`src/rtl/x_bit_arb_mux_pkg.sv`:
```
// Shared types and helpers for the arbitrated mux and its arbiter.
// Priority-mode constants, select-width derivation and modular index stepping.
package x_bit_arb_mux_pkg;

  localparam int ARB_FIXED = 0;
  localparam int ARB_RR    = 1;

  typedef enum logic {
    OUT_EMPTY = 1'b0,
    OUT_FULL  = 1'b1
  } out_state_e;

  function automatic int sel_width(input int n);
    return (n > 32'sd1) ? $clog2(n) : 32'sd1;
  endfunction

  // base + off folded back into 0..n-1; off is always below n
  function automatic int wrap_add(input int base, input int off, input int n);
    int sum;
    sum = base + off;
    return (sum >= n) ? (sum - n) : sum;
  endfunction

endpackage

```
`src/rtl/x_bit_arb_mux_rr_arbiter.sv`:
```
// Combinational request arbiter with a rotating priority pointer.
// Fixed-priority mode keeps the pointer at 0 so the lowest index always wins.
module x_bit_arb_mux_rr_arbiter
  import x_bit_arb_mux_pkg::*;
#(
  parameter int  NUM_IN  = 8,
  parameter int  RR_MODE = ARB_RR,
  localparam int SEL_W   = sel_width(NUM_IN)
) (
  input  logic              clk,
  input  logic              rst,
  input  logic [NUM_IN-1:0] req,
  input  logic              adv,
  output logic [SEL_W-1:0]  grant_idx,
  output logic              any_req
);

  localparam logic [SEL_W-1:0] LAST_IDX = SEL_W'(NUM_IN - 1);

  logic [SEL_W-1:0] ptr_r;
  logic [SEL_W-1:0] ptr_nxt_s;
  logic [SEL_W-1:0] start_s;
  logic [SEL_W-1:0] cand_s;
  logic             found_s;

  assign any_req   = |req;
  assign start_s   = (RR_MODE == ARB_RR) ? ptr_r : '0;
  assign ptr_nxt_s = (grant_idx == LAST_IDX) ? '0 : (grant_idx + SEL_W'(32'd1));

  // Scan p, p+1, ..., wrapping, and take the first requester
  always_comb begin
    grant_idx = '0;
    found_s   = 1'b0;
    cand_s    = '0;
    for (int j = 0; j < NUM_IN; j++) begin
      cand_s = SEL_W'(wrap_add(int'(start_s), j, NUM_IN));
      if (!found_s && req[cand_s]) begin
        grant_idx = cand_s;
        found_s   = 1'b1;
      end else begin
        found_s   = found_s;
      end
    end
  end

  // Pointer moves just past the winner on every transfer
  always_ff @(posedge clk or posedge rst) begin
    if (rst) begin
      ptr_r <= '0;
    end else if (adv && (RR_MODE == ARB_RR)) begin
      ptr_r <= ptr_nxt_s;
    end else begin
      ptr_r <= ptr_r;
    end
  end

endmodule

```
`src/rtl/x_bit_arb_mux.sv`:
```
// N-input arbitrated mux: grants one requesting channel per cycle and registers its
// data and index in a single output stage that holds stable under backpressure.
module x_bit_arb_mux
  import x_bit_arb_mux_pkg::*;
#(
  parameter int  WIDTH   = 16,
  parameter int  NUM_IN  = 8,
  parameter int  RR_MODE = ARB_RR,
  localparam int SEL_W   = sel_width(NUM_IN)
) (
  input  logic                    clk,
  input  logic                    rst,
  input  logic [NUM_IN-1:0]       in_valid,
  input  logic [NUM_IN*WIDTH-1:0] in_data,
  output logic [NUM_IN-1:0]       in_ready,
  output logic                    out_valid,
  output logic [WIDTH-1:0]        out_data,
  output logic [SEL_W-1:0]        out_sel,
  input  logic                    out_ready
);

  logic [WIDTH-1:0] slice_s [NUM_IN];
  logic [SEL_W-1:0] grant_s;
  logic             any_req_s;
  logic             load_s;
  logic             adv_s;
  out_state_e       state_r, state_s;
  logic [WIDTH-1:0] data_r, data_s;
  logic [SEL_W-1:0] sel_r, sel_s;

  for (genvar i = 0; i < NUM_IN; i++) begin : g_slice
    assign slice_s[i] = in_data[i*WIDTH +: WIDTH];
  end

  // out_ready reaches in_ready only through load_s
  assign load_s = (state_r == OUT_EMPTY) | out_ready;
  assign adv_s  = load_s & any_req_s;

  x_bit_arb_mux_rr_arbiter #(
    .NUM_IN  (NUM_IN),
    .RR_MODE (RR_MODE)
  ) u_arb (
    .clk       (clk),
    .rst       (rst),
    .req       (in_valid),
    .adv       (adv_s),
    .grant_idx (grant_s),
    .any_req   (any_req_s)
  );

  // One-hot ready to the winner, only when the output stage can take a beat
  always_comb begin
    in_ready = '0;
    if (adv_s) begin
      in_ready[grant_s] = 1'b1;
    end else begin
      in_ready = '0;
    end
  end

  // Output stage: load a new beat, drain to empty, or hold under backpressure
  always_comb begin
    state_s = state_r;
    data_s  = data_r;
    sel_s   = sel_r;
    case (state_r)
      OUT_EMPTY: begin
        if (any_req_s) begin
          state_s = OUT_FULL;
          data_s  = slice_s[grant_s];
          sel_s   = grant_s;
        end else begin
          state_s = OUT_EMPTY;
        end
      end
      OUT_FULL: begin
        if (adv_s) begin
          state_s = OUT_FULL;
          data_s  = slice_s[grant_s];
          sel_s   = grant_s;
        end else if (out_ready) begin
          state_s = OUT_EMPTY;
        end else begin
          state_s = OUT_FULL;
        end
      end
      default: begin
        state_s = OUT_EMPTY;
      end
    endcase
  end

  // Output registers; reset discards any held beat
  always_ff @(posedge clk or posedge rst) begin
    if (rst) begin
      state_r <= OUT_EMPTY;
      data_r  <= '0;
      sel_r   <= '0;
    end else begin
      state_r <= state_s;
      data_r  <= data_s;
      sel_r   <= sel_s;
    end
  end

  assign out_valid = (state_r == OUT_FULL);
  assign out_data  = data_r;
  assign out_sel   = sel_r;

endmodule

```
`config.mk`:
```
export PLATFORM = sky130hd
export DESIGN_NAME = x_bit_arb_mux
export DESIGN_NICKNAME = d
export VERILOG_FILES = /design/src/rtl/x_bit_arb_mux_pkg.sv /design/src/rtl/x_bit_arb_mux_rr_arbiter.sv /design/src/rtl/x_bit_arb_mux.sv
export SDC_FILE = /design/constraint.sdc
export NUM_CORES = 1
export LEC_CHECK = 0
export CORE_UTILIZATION = 45
export CTS_BUF_LIST = sky130_fd_sc_hd__clkbuf_4 sky130_fd_sc_hd__clkbuf_8 sky130_fd_sc_hd__clkbuf_16
export DETAILED_ROUTE_END_ITERATION = 10
export PLACE_DENSITY = 0.88
export SLEW_MARGIN = 15
export SYNTH_ARGS = -nofsm -noshare
export SYNTH_HDL_FRONTEND = slang
export SYNTH_SLANG_ARGS = --single-unit
```
`constraint.sdc`:
```
create_clock -name clk -period 11.2 [get_ports clk]
set_input_delay 1.12 -clock clk [delete_from_list [all_inputs] [get_ports clk]]
set_output_delay 1.12 -clock clk [all_outputs]
set_load 0.02 [all_outputs]
```
==> flow_summary_export.csv <==
group,metric,value,unit
clocking,clock_latency,0.26,ns
detailed_routing,drc,0,
detailed_routing,routed_wirelength,12.7,mm
die,fp.coreArea,7290,um2
grt,grt_pass1_vias,3696,
cells_and_area,syn_to_final_growth,48.9,%
clocking,numCtsBuffers,3,
outcome,run_status,"completed",
sta,final_hold_viol_count,0,
critical_path,r2r_end,"out_data[2]",
clocking,cts_setup_buffers,0,
detailed_routing,first_pass_iters,5,
die,num_rows,31,
sta,min_period_over_period,60.7,%
clocking,cts_hold_buf,0,
synth,synth_seq_cells,23,
clocking,clock_path_buffers,2,
cells_and_area,layout-drive-gt1-share,9.45,%
die,initial_core_util,46.8,%
die,die_h,89.1,um
sta,setup_tns,0,ns
grt,grt_pass1_wl,18.5,mm
detailed_routing,post_drt_via_cell_ratio,6.41,
clocking,htreeDepth,1,
sta,relSlewSlack,29.8,%
critical_path,worstPathArrival,5.67,ns
critical_path,r2r_cells,11,
sta,fmax,0.147,GHz
grt,grt.overflow.total,0,
sta,drv_slew,0,
synth,synth.distinct_cells,55,
detailed_routing,drt-wirelength-per-cell,19.6,um
detailed_routing,drtAntennaViolNets,0,
critical_path,required,10.08,ns
place,gp_congestion,0.866,
critical_path,r2r_setup_slack,5.58,ns
sta,rsz0062_at_grt,"false",
synth,syn_nets,559,
hold_path,min_to,"out_data[2]",
sta,fin_crit,6.79,ns
critical_path,timing.rr.start,"u_arb.ptr_r[1]",
flow_run,drv_cap,0,
grt,grt_use_total,30.3,%
grt,grt_max_degree,67,
critical_path,path_max_fanout,66,
clocking,root_buffer,"clkbuf_8",
synth,yosysTopAreaCell,"dfrtp_1",
detailed_routing,vias,4160,
clocking,cts_tree,"yes",
place,dpl.hpwl,9.48,mm
synth,syn_avg_cell_area,8.17,um2
critical_path,critPathKind,"flop to output pin",
synth,yosys_warnings,0,
detailed_routing,drt_iter0_drc,317,
sta,fin_worst_skew,0.00424,ns
hold_path,min_path_cells,2,
die,die_w,89.1,um
clocking,cts_num_sinks,23,
place,io_buffers,166,
sta,worst_pin_slew,1.05,ns
cells_and_area,fin_nets,692,
critical_path,crit_path_start,"u_arb.ptr_r[1]",
critical_path,cp-start-kind,"flop",
cells_and_area,num_antenna_cells,0,
synth,syn_area,3410,um2
synth,syn-instance-count,418,
clocking,clk_pin_slew,0.08,ns
sta,setup_viol,0,
die,pin_count,167,
hold_path,min_path_type,"flop to flop",
synth,synthTopCellsByArea,"dfrtp_1 17%, nand2_1 10%, mux4_2 7.9%, a221oi_1 7.2%, a21o_1 6.4%",
grt,grt_antenna_before_repair,0,
synth,synth_seq_area_share,16.9,%
hold_path,hp-start,"out_data[2]",
cells_and_area,nFillCells,596,
synth,yosysTopAreaCellShare,16.9,%
die,die_area,7940,um2
clocking,cts_resized,0,
critical_path,critPathCaptureType,"output pin",
-- final cells by class --
cell class / count / area [um2] / area share [%]
tap: 99 / 124 / 2.44
inverter: 6 / 22.5 / 0.443
multi-input combinational: 348 / 2630 / 51.8
timing repair buffer: 169 / 1680 / 33.1
clock buffer: 3 / 41.3 / 0.812
clock inverter: 1 / 5.00 / 0.0984
sequential: 23 / 576 / 11.3
-- per-layer routing --
layer	vias to the layer above	GRT usage, %	part of all wire, %
met3	32	6.09	9.3
met4	0	11.0	3.2
met2	237	47.7	46
li1	1896	-	-
met5	-	0	0
met1	1995	41.2	42
-- synth_stat cells, drive strengths merged --
cell type / n
a2111oi: 1
a211oi: 7
a21bo: 1
a21o: 29
a21oi: 22
a221oi: 32
a222oi: 1
a311o: 1
a32o: 16
a32oi: 1
and2: 7
and3: 14
and4: 1
buf: 23
clkbuf: 18
dfrtp: 23
ha: 2
inv: 6
mux2: 6
mux2i: 17
mux4: 12
nand2: 95
nand2b: 5
nand3: 19
nor2: 12
nor3: 2
nor4: 2
o21a: 2
o21ai: 8
o22a: 1
o22ai: 2
o311a: 1
o311ai: 1
o31ai: 1
o32ai: 1
o41ai: 16
or2: 1
or3: 1
or4: 2
xnor2: 4
xor2: 2
-- stage by stage --
step	setup slack (ns)	instance area, um2	util, %	cells	hold slack [ns]
final	4.41	5080	69.7	649	0.487
after global routing	4.16	5080	69.7	649	0.503
after CTS	4.48	5080	69.7	649	0.482
after detailed placement	4.77	5040	69.1	645	0.462
after global placement	4.91	5040	69.1	645	0.458
after floorplan	6.11	3410	-	418	0.587
-- flip-flops by register name, indices dropped and copies added (netlist names) --
name and cells:
out_sel 3, out_valid 1, out_data 16, u_arb.ptr_r 3
-- worst max-delay path, cell delays in order, from the launching register on --
cell and delay [ns]:
dfrtp_1 0.87, inv_1 0.20, ha_1 0.71, mux2i_1 0.22
mux4_2 0.55, o311ai_0 0.66, a211oi_4 0.11, buf_4 0.36
o21ai_4 0.22, buf_4 0.57, nand2_1 0.10, nor2_1 0.15
clkdlybuf4s50_1 0.62
-- cells in the final DEF (no fill, tap or decap), types with 2 or more instances in the layout --
cell type | netlist | final
a211oi_1 | 6 | 5
a21o_1 | 29 | 29
a21oi_1 | 22 | 22
a221oi_1 | 28 | 28
a221oi_2 | 4 | 4
a32o_1 | 16 | 16
and2_1 | 7 | 6
and3_1 | 14 | 14
buf_4 | 3 | 3
clkbuf_8 | 0 | 3
clkdlybuf4s50_1 | 0 | 166
dfrtp_1 | 23 | 23
ha_1 | 2 | 2
inv_1 | 5 | 5
mux2_1 | 2 | 2
mux2_2 | 3 | 3
mux2i_1 | 17 | 17
mux4_2 | 12 | 12
nand2_1 | 95 | 95
nand2b_1 | 4 | 4
nand3_1 | 18 | 18
nor2_1 | 12 | 12
nor3_1 | 2 | 2
nor4_1 | 2 | 2
o21a_1 | 2 | 2
o21ai_0 | 5 | 5
o21ai_4 | 0 | 2
o41ai_1 | 5 | 5
o41ai_2 | 11 | 11
or4_1 | 2 | 2
xnor2_1 | 4 | 4
xor2_1 | 2 | 2
-- worst max path at each step --
stage / to / cells after the start
4_1_cts: in_ready[6] / 12
5_1_grt: in_ready[6] / 12
2_1_floorplan: in_ready[1] / 10
6_report: in_ready[6] / 12
3_5_place_dp: in_ready[6] / 11
3_3_place_gp: in_ready[6] / 11
-- kinds of logic (layout without fill, tap and decap cells) --
group	Yosys count	count (layout)	synth area share, %
AOI/OAI and AO/OA	144	144	37.4
xor gates and xnor gates	6	6	1.54
muxes	35	35	15.0
DFF	23	23	16.9
buffers and inverters	47	179	7.11
and+or+nand+nor	161	161	21.4
adders and majority gates	2	2	0.733
Power is not shown: default switching activity piles up to over one toggle a cycle in this logic, so the estimate is an artifact.
